==> src/rtl/seg_pair_decoder.sv <==
// Two-digit seven-segment frame decoder with stability filter; publishes 0..15.
// Optional err pulse on rejected frames when SEG_PAIR_DECODER_ERR_EN is defined.
module seg_pair_decoder #(
  parameter int unsigned STABLE_FRAMES = 2
) (
  input  logic       clk,
  input  logic       rst,
  input  logic [6:0] seg_in,
  input  logic       digit_sel,
  input  logic       seg_valid,
  output logic [3:0] d_out,
  output logic       d_valid,
  output logic       err
);

  localparam logic [1:0] S_LO   = 2'd0;
  localparam logic [1:0] S_HI   = 2'd1;
  localparam logic [1:0] S_EVAL = 2'd2;

  localparam logic [3:0] LP_SF = 4'(STABLE_FRAMES);

  logic [1:0] r_state;
  logic [6:0] r_lo_pat;
  logic [6:0] r_hi_pat;
  logic [3:0] r_cnt;
  logic [3:0] r_cand;
  logic [3:0] r_d_out;
  logic       r_d_valid;

  logic       w_lo_ok;
  logic [3:0] w_lo_val;
  logic       w_hi_ok;
  logic       w_hi_val;
  logic [4:0] w_frame;
  logic       w_frame_ok;
  logic [3:0] w_cnt_next;
  logic [3:0] w_cand_next;
  logic       w_publish;

  always_comb begin
    w_lo_ok  = 1'b1;
    w_lo_val = 4'd0;
    case (r_lo_pat)
      7'b1000000: w_lo_val = 4'd0;
      7'b1111001: w_lo_val = 4'd1;
      7'b0100100: w_lo_val = 4'd2;
      7'b0110000: w_lo_val = 4'd3;
      7'b0011001: w_lo_val = 4'd4;
      7'b0010010: w_lo_val = 4'd5;
      7'b0000010: w_lo_val = 4'd6;
      7'b1111000: w_lo_val = 4'd7;
      7'b0000000: w_lo_val = 4'd8;
      7'b0010000: w_lo_val = 4'd9;
      default:    w_lo_ok  = 1'b0;
    endcase
  end

  always_comb begin
    w_hi_ok  = 1'b1;
    w_hi_val = 1'b0;
    case (r_hi_pat)
      7'b1000000: w_hi_val = 1'b0;
      7'b1111001: w_hi_val = 1'b1;
      default:    w_hi_ok  = 1'b0;
    endcase
  end

  // Candidate/counter update as seen at the end of S_EVAL; publish decision uses the updated values.
  always_comb begin
    w_frame     = (w_hi_val ? 5'd10 : 5'd0) + {1'b0, w_lo_val};
    w_frame_ok  = w_lo_ok && w_hi_ok && (w_frame <= 5'd15);
    w_cnt_next  = r_cnt;
    w_cand_next = r_cand;
    if (w_frame_ok) begin
      if (w_frame[3:0] == r_cand) begin
        if (r_cnt < LP_SF) w_cnt_next = r_cnt + 4'd1;
      end else begin
        w_cand_next = w_frame[3:0];
        w_cnt_next  = 4'd1;
      end
    end else begin
      w_cnt_next = '0;
    end
    w_publish = w_frame_ok && (w_cnt_next == LP_SF) && (w_cand_next != r_d_out);
  end

  always_ff @(posedge clk or posedge rst) begin
    if (rst) begin
      r_state   <= S_LO;
      r_lo_pat  <= '1;
      r_hi_pat  <= '1;
      r_cnt     <= '0;
      r_cand    <= '0;
      r_d_out   <= '0;
      r_d_valid <= 1'b0;
    end else begin
      r_d_valid <= 1'b0;
      case (r_state)
        S_LO: begin
          if (seg_valid && !digit_sel) begin
            r_lo_pat <= seg_in;
            r_state  <= S_HI;
          end
        end
        S_HI: begin
          if (seg_valid) begin
            if (digit_sel) begin
              r_hi_pat <= seg_in;
              r_state  <= S_EVAL;
            end else begin
              r_lo_pat <= seg_in;
            end
          end
        end
        S_EVAL: begin
          r_state <= S_LO;
          r_cnt   <= w_cnt_next;
          r_cand  <= w_cand_next;
          if (w_publish) begin
            r_d_out   <= w_cand_next;
            r_d_valid <= 1'b1;
          end
        end
        default: r_state <= S_LO;
      endcase
    end
  end

`ifdef SEG_PAIR_DECODER_ERR_EN
  logic r_err;

  always_ff @(posedge clk or posedge rst) begin
    if (rst) begin
      r_err <= 1'b0;
    end else begin
      r_err <= (r_state == S_EVAL) && !w_frame_ok;
    end
  end

  assign err = r_err;
`else
  assign err = 1'b0;
`endif

  assign d_out   = r_d_out;
  assign d_valid = r_d_valid;

endmodule

==> config.mk <==
export PLATFORM = sky130hd
export DESIGN_NAME = seg_pair_decoder
export DESIGN_NICKNAME = d
export VERILOG_FILES = /design/src/rtl/seg_pair_decoder.sv
export SDC_FILE = /design/constraint.sdc
export NUM_CORES = 1
export LEC_CHECK = 0
export ABC_AREA = 0
export CORE_ASPECT_RATIO = 2
export CORE_MARGIN = 5
export CORE_UTILIZATION = 55
export CTS_CLUSTER_SIZE = 25
export DETAILED_ROUTE_END_ITERATION = 16
export PLACE_DENSITY = 0.86
export SLEW_MARGIN = 20
export SYNTH_ARGS = -nofsm -noshare
export SYNTH_HDL_FRONTEND = slang
export SYNTH_SLANG_ARGS = --single-unit
==> constraint.sdc <==
create_clock -name clk -period 4 [get_ports clk]
set_input_delay 0.6 -clock clk [delete_from_list [all_inputs] [get_ports clk]]
set_output_delay 0.6 -clock clk [all_outputs]
set_load 0.03 [all_outputs]
Yosys cells after proc, flatten, opt, wreduce, memory -nomap -nowiden:

Index checks and enable logic that the tools add are counted.

* div/mod/pow operators: 0
* bitwise logic cells: 0
* mux-type cells: 20
* reduce and logical (&&, ||, !) cells: 15
* $add $sub $neg: 2
* multiply operators: 0
* shift operators: 0
* $lt $le $gt $ge: 2
* equality and inequality tests: 20

Operators by type and width (count)
* one-hot mux 4 bit (9 select lines): 1
* equality test 7 bit (second input constant): 5
* two-way mux 4 bit: 6
* equality test 7 x 5 -> 1 bit (second input constant): 3
* two-way mux 7 bit: 3
* equality test 7 x 6 -> 1 bit (second input constant): 2
* one-hot mux 7 bit (2 select lines): 1
* OR reduction 10 bit: 1
* inequality test 2 bit (second input constant): 4
* equality test 7 x 2 -> 1 bit (second input constant): 1
* zero test 7 bit: 1
* two-way mux 2 bit: 3
* AND reduction 3 bit: 2
* adder 4 x 4 -> 5 bit: 1
* <= comparator 5 x 4 -> 1 bit (second input constant): 1
* logical AND 1 bit: 5
* two-way mux 1 bit: 5
* adder 4 x 1 -> 4 bit (second input constant): 1
* equality test 4 x 2 -> 1 bit (second input constant): 1
* equality test 4 bit: 1
* < comparator 4 x 2 -> 1 bit (second input constant): 1
* inequality test 4 bit: 1
* one-hot mux 2 bit (2 select lines): 1
* AND reduction 4 bit: 1
* other kinds (7): 7

* logic and storage cells: 66
* memory bits (writable): 0
* bits of input ports: 11
* register bits: 29
* output and inout bits: 6
* ROM bits: 0
* memories kept: 0
* latch bits: 0

Depth between registers and ports, before layout:

* depth after elaboration: 12
* depth in mapped cells: 13
* depth with buffers taken out: 12

Worst setup path before layout:

OpenSTA, ideal clock, no wires.

* path type: reg2reg
* start: reg r_hi_pat[6]
* end: reg r_d_out[1], in the netlist d_out[1]
* setup time: 0.128 ns
* slack: 1.023 ns
* buffers on the path: 0
* arrival: 2.849 ns
* stages on the path, launching flop included: 11
* path through: dfstp_2 > or3b_2 > nor2_1 > ha_1 > xnor2_1 > xnor2_1 > nor3_1 > nand2_1 > nor3_1 > a32oi_2 > mux2_1

* word-level cells in the longest chain between the ends: 11
* elaborated cells on any way between the ends: 20

Ends and longest elaborated chain
* start: declaration: RTL line 24 `logic [6:0] r_hi_pat;`
* start signal: assignment: RTL line 108 `r_hi_pat <= seg_in;`
* equality test 7 bit: RTL line 61 `case (r_hi_pat)`
* two-way mux 1 bit: RTL line 61
* two-way mux 4 bit: RTL line 70 `w_frame = (w_hi_val ? 5'd10 : 5'd0) + {1'b0, w_lo_val};`
* adder 4 x 4 -> 5 bit: RTL line 70
* <= comparator 5 x 4 -> 1 bit or equality test 4 bit (tied branches): RTL line 71, 75
* logical AND 1 bit or two-way mux 4 bit (tied branches): RTL line 71, 75
* two-way mux 4 bit: RTL line 74 `if (w_frame_ok) begin`
* equality test 4 x 2 -> 1 bit: RTL line 84 `w_publish = w_frame_ok && (w_cnt_next == LP_SF) && (w_cand_next != r_d_out);`
* logical AND 1 bit (2 in series): RTL line 84
* AND reduction 2 bit (no line)
* end signal: assignment: RTL line 120 `r_d_out <= w_cand_next;`
* end: declaration: RTL line 27 `logic [3:0] r_d_out;`

Parallel ways exist; a longest one is shown, timed or not.
A chain may end at the register's enable or synchronous reset.

Final worst setup path:

* start: reg r_hi_pat[6]
* end: reg r_d_out[2], in the netlist d_out[2]

The elaborated chain is that of the path after synthesis.

==> results.cfg <==
[status]
status = finished clean

[drt]
wl_per_cell_microns = 16.7
drtIter0Drc = 41
first_pass_iters = 4
drc_errors = 0
ant_nets = 0
routed_wl_mm = 3.57
via_count = 1331
vias_per_cell = 6.25

[cts]
cts_buffers = 5
postCtsSetupBuffers = 0
cts-root-buf = clkbuf_8
clock_path_buffers = 2
cts.repair.resized = 0
cts_sinks = 29
cts_max_level = 2
cts_tree = built
clock_latency_ns = 0.28
postCtsHoldBufs = 0
clk_pin_slew_worst_paths_ns = 0.06

[timing]
period_needed_ns = 3.25
drv_slew = 0
finalHoldViolations = 0
finalClockSkew_ns = 0.00799
fin_setup_tns_ns = 0
slew_headroom_pct = 60.2
setup_violations = 0
finalCritPeriodShare_pct = 81.3
rsz0062_at_grt = no
max_freq_ghz = 0.307
tightest_slew_ns = 0.595
hold_ws_ns = 0.456

[critical_path]
critical_path_class = reg2reg
cp-start-kind = register
r2r_cells = 10
cp_max_fo = 7
required_ns = 4.16
crit_arrival_ns = 3.41
cp-end-kind = register

[power]
peakVddDrop_mv = 0.398
leakage_nw = 0.843
p_total_mw = 0.842
powerDensity_mw_per_mm2 = 438

[synth]
synthMuxAreaShare_pct = 7.40
synth_top_area_cell = dfrtp_1
synth_edf_count = 0
synth-compound-area-share_pct = 11.7
ys_types = 54
synth_cells = 164
synthAdderAreaFrac_pct = 2.99
async_reset_ff_share_pct = 100
synth_area_sq_mm = 0.00167
yosys.area_share.simple_pct = 26.2
yosys.area.top_type_share_pct = 22.4
synth_area_per_cell_sq_um = 10.2
synth_xor_area_share_pct = 4.71
synth_top_family_by_area = simple AND/OR/NAND/NOR gates
synth_seq_cells = 29
synth_commonest_cells = nand2_1, dfrtp_1, dfstp_2
synth_flop_cell = dfrtp_1
yosys-top-cells-area = dfrtp_1, dfstp_2, nand2_1
synth_warnings = 0
synth_most_common_cell = nand2_1
ys_seq_area_share_pct = 44.4
synth_nets = 179

[place]
gp_congestion = 0.931
numPlacedInstances = 205
dp.final_hpwl_mm = 2.76
port_buffers = 15

[floorplan]
initial_core_util_pct = 56.9
ios = 17
row_count = 28
coreArea_sq_mm = 0.00294
die_y_microns = 88.0
fp.dieArea_sq_mm = 0.00431
die_x_microns = 49.0

[global_route]
antenna_found_initial = 0
track_usage_pct = 18.6
grt_pass1_vias = 1431
grt-ovfl-total = 0
grt_max_degree = 30
grt_first_pass_wirelength_mm = 6.20

[cells_and_area]
drive_gt1_share_pct = 24.0
fin_cells = 213
antenna_cells = 0
utilization_pct = 65.3
nets = 197
syn2layout_area_growth_pct = 14.8

[hold_path]
hold_path_class = reg2reg
whs_path_depth = 2

[flow_run]
drv_cap = 0
-- per-layer routing --
metal	global-route usage (%)	vias to the layer above	wire [microns]
met4	11.3	0	160
met5	0	-	0
met2	36.1	39	2010
met3	4.43	16	159
met1	16.5	650	1230
li1	-	626	-
-- worst max-delay path, stage by stage (launching register included) --
cell and delay (ns):
dfstp_2 0.52, or3b_2 0.46, nor2_1 0.19, ha_1 0.28, xnor2_1 0.34, xnor2_1 0.11, nor3_1 0.25, nand2_1 0.19
nor3_1 0.33, a32oi_2 0.12, mux2_1 0.34
-- cell type report --
type                       count  area (sq um)
multi-input combinational    128           897
timing repair buffer          15           150
sequential                    29           743
fill                         241          1020
clock buffer                   6          72.6
tap                           30          37.5
inverter                       3          11.3
clock inverter                 2          10.0
-- logic make-up (layout without fill, tap and decap cells) --
logic type,after synthesis,count (layout)
flip-flops,29,29
multiplexers,11,11
AND/OR/NAND/NOR,79,79
XOR/XNOR,9,9
other,1,1
buffers and inverters,7,26
adder cells (fa/ha/maj),4,4
AO/OA/AOI/OAI,24,24
-- worst paths after layout --
path / slack, ns / startpoint / end
hold reg to reg: 0.46 / r_hi_pat[6]$_DFFE_PP1P_ / r_hi_pat[6]$_DFFE_PP1P_
setup reg to reg: 0.75 / r_hi_pat[6]$_DFFE_PP1P_ / d_out[2]$_DFFE_PP0P_
hold / removal: 0.46 / r_hi_pat[6]$_DFFE_PP1P_ / r_hi_pat[6]$_DFFE_PP1P_
setup / recovery: 0.75 / r_hi_pat[6]$_DFFE_PP1P_ / d_out[2]$_DFFE_PP0P_
max in group asynchronous: 2.91 / rst / r_lo_pat[3]$_DFFE_PP1P_
min in group asynchronous: 0.70 / rst / r_cnt[1]$_DFFE_PP0P_
-- registers in the layout, summed over array words and instances, names as in the netlist --
register and cells:
d_valid 1, r_cand 4, r_lo_pat 7, r_cnt 4, r_state 2, r_hi_pat 7
d_out 4
-- power by group --
part | internal (mW) | switching [mW]
Combinational | 0.0901 | 0.101
Clock | 0.120 | 0.108
Sequential | 0.361 | 0.0620
Total | 0.571 | 0.271
-- per-stage QoR --
| stage | setup WS, ns | instance area (sq um) |
|---|---|---|
| 6_report | 0.748 | 1920 |
| 5_1_grt | 0.522 | 1920 |
| 4_1_cts | 0.739 | 1920 |
| 3_5_place_dp | 0.753 | 1830 |
| 3_3_place_gp | 0.883 | 1830 |
| 2_1_floorplan | 1.02 | 1670 |
-- cells in the final DEF (no fill, tap or decap), drive strengths merged, types with 2 or more instances in the layout --
cell           Yosys  final
nand2             29     29
dfrtp             15     15
clkdlybuf4s50      0     15
dfstp             14     14
nor2              12     12
mux2              11     11
nand3              6      6
clkbuf             0      6
xnor2              5      5
xor2               4      4
nor3               4      4
nor2b              4      4
o21ai              4      4
ha                 4      4
a31oi              3      3
a21oi              3      3
a211oi             3      3
nor4               3      3
or3                3      3
clkinv             1      3
nand4              2      2
a32o               2      2
nor3b              2      2
and4b              2      2
inv                2      2
a32oi              2      2
and2               2      2
Note: power is estimated with default switching activity, not from simulation.
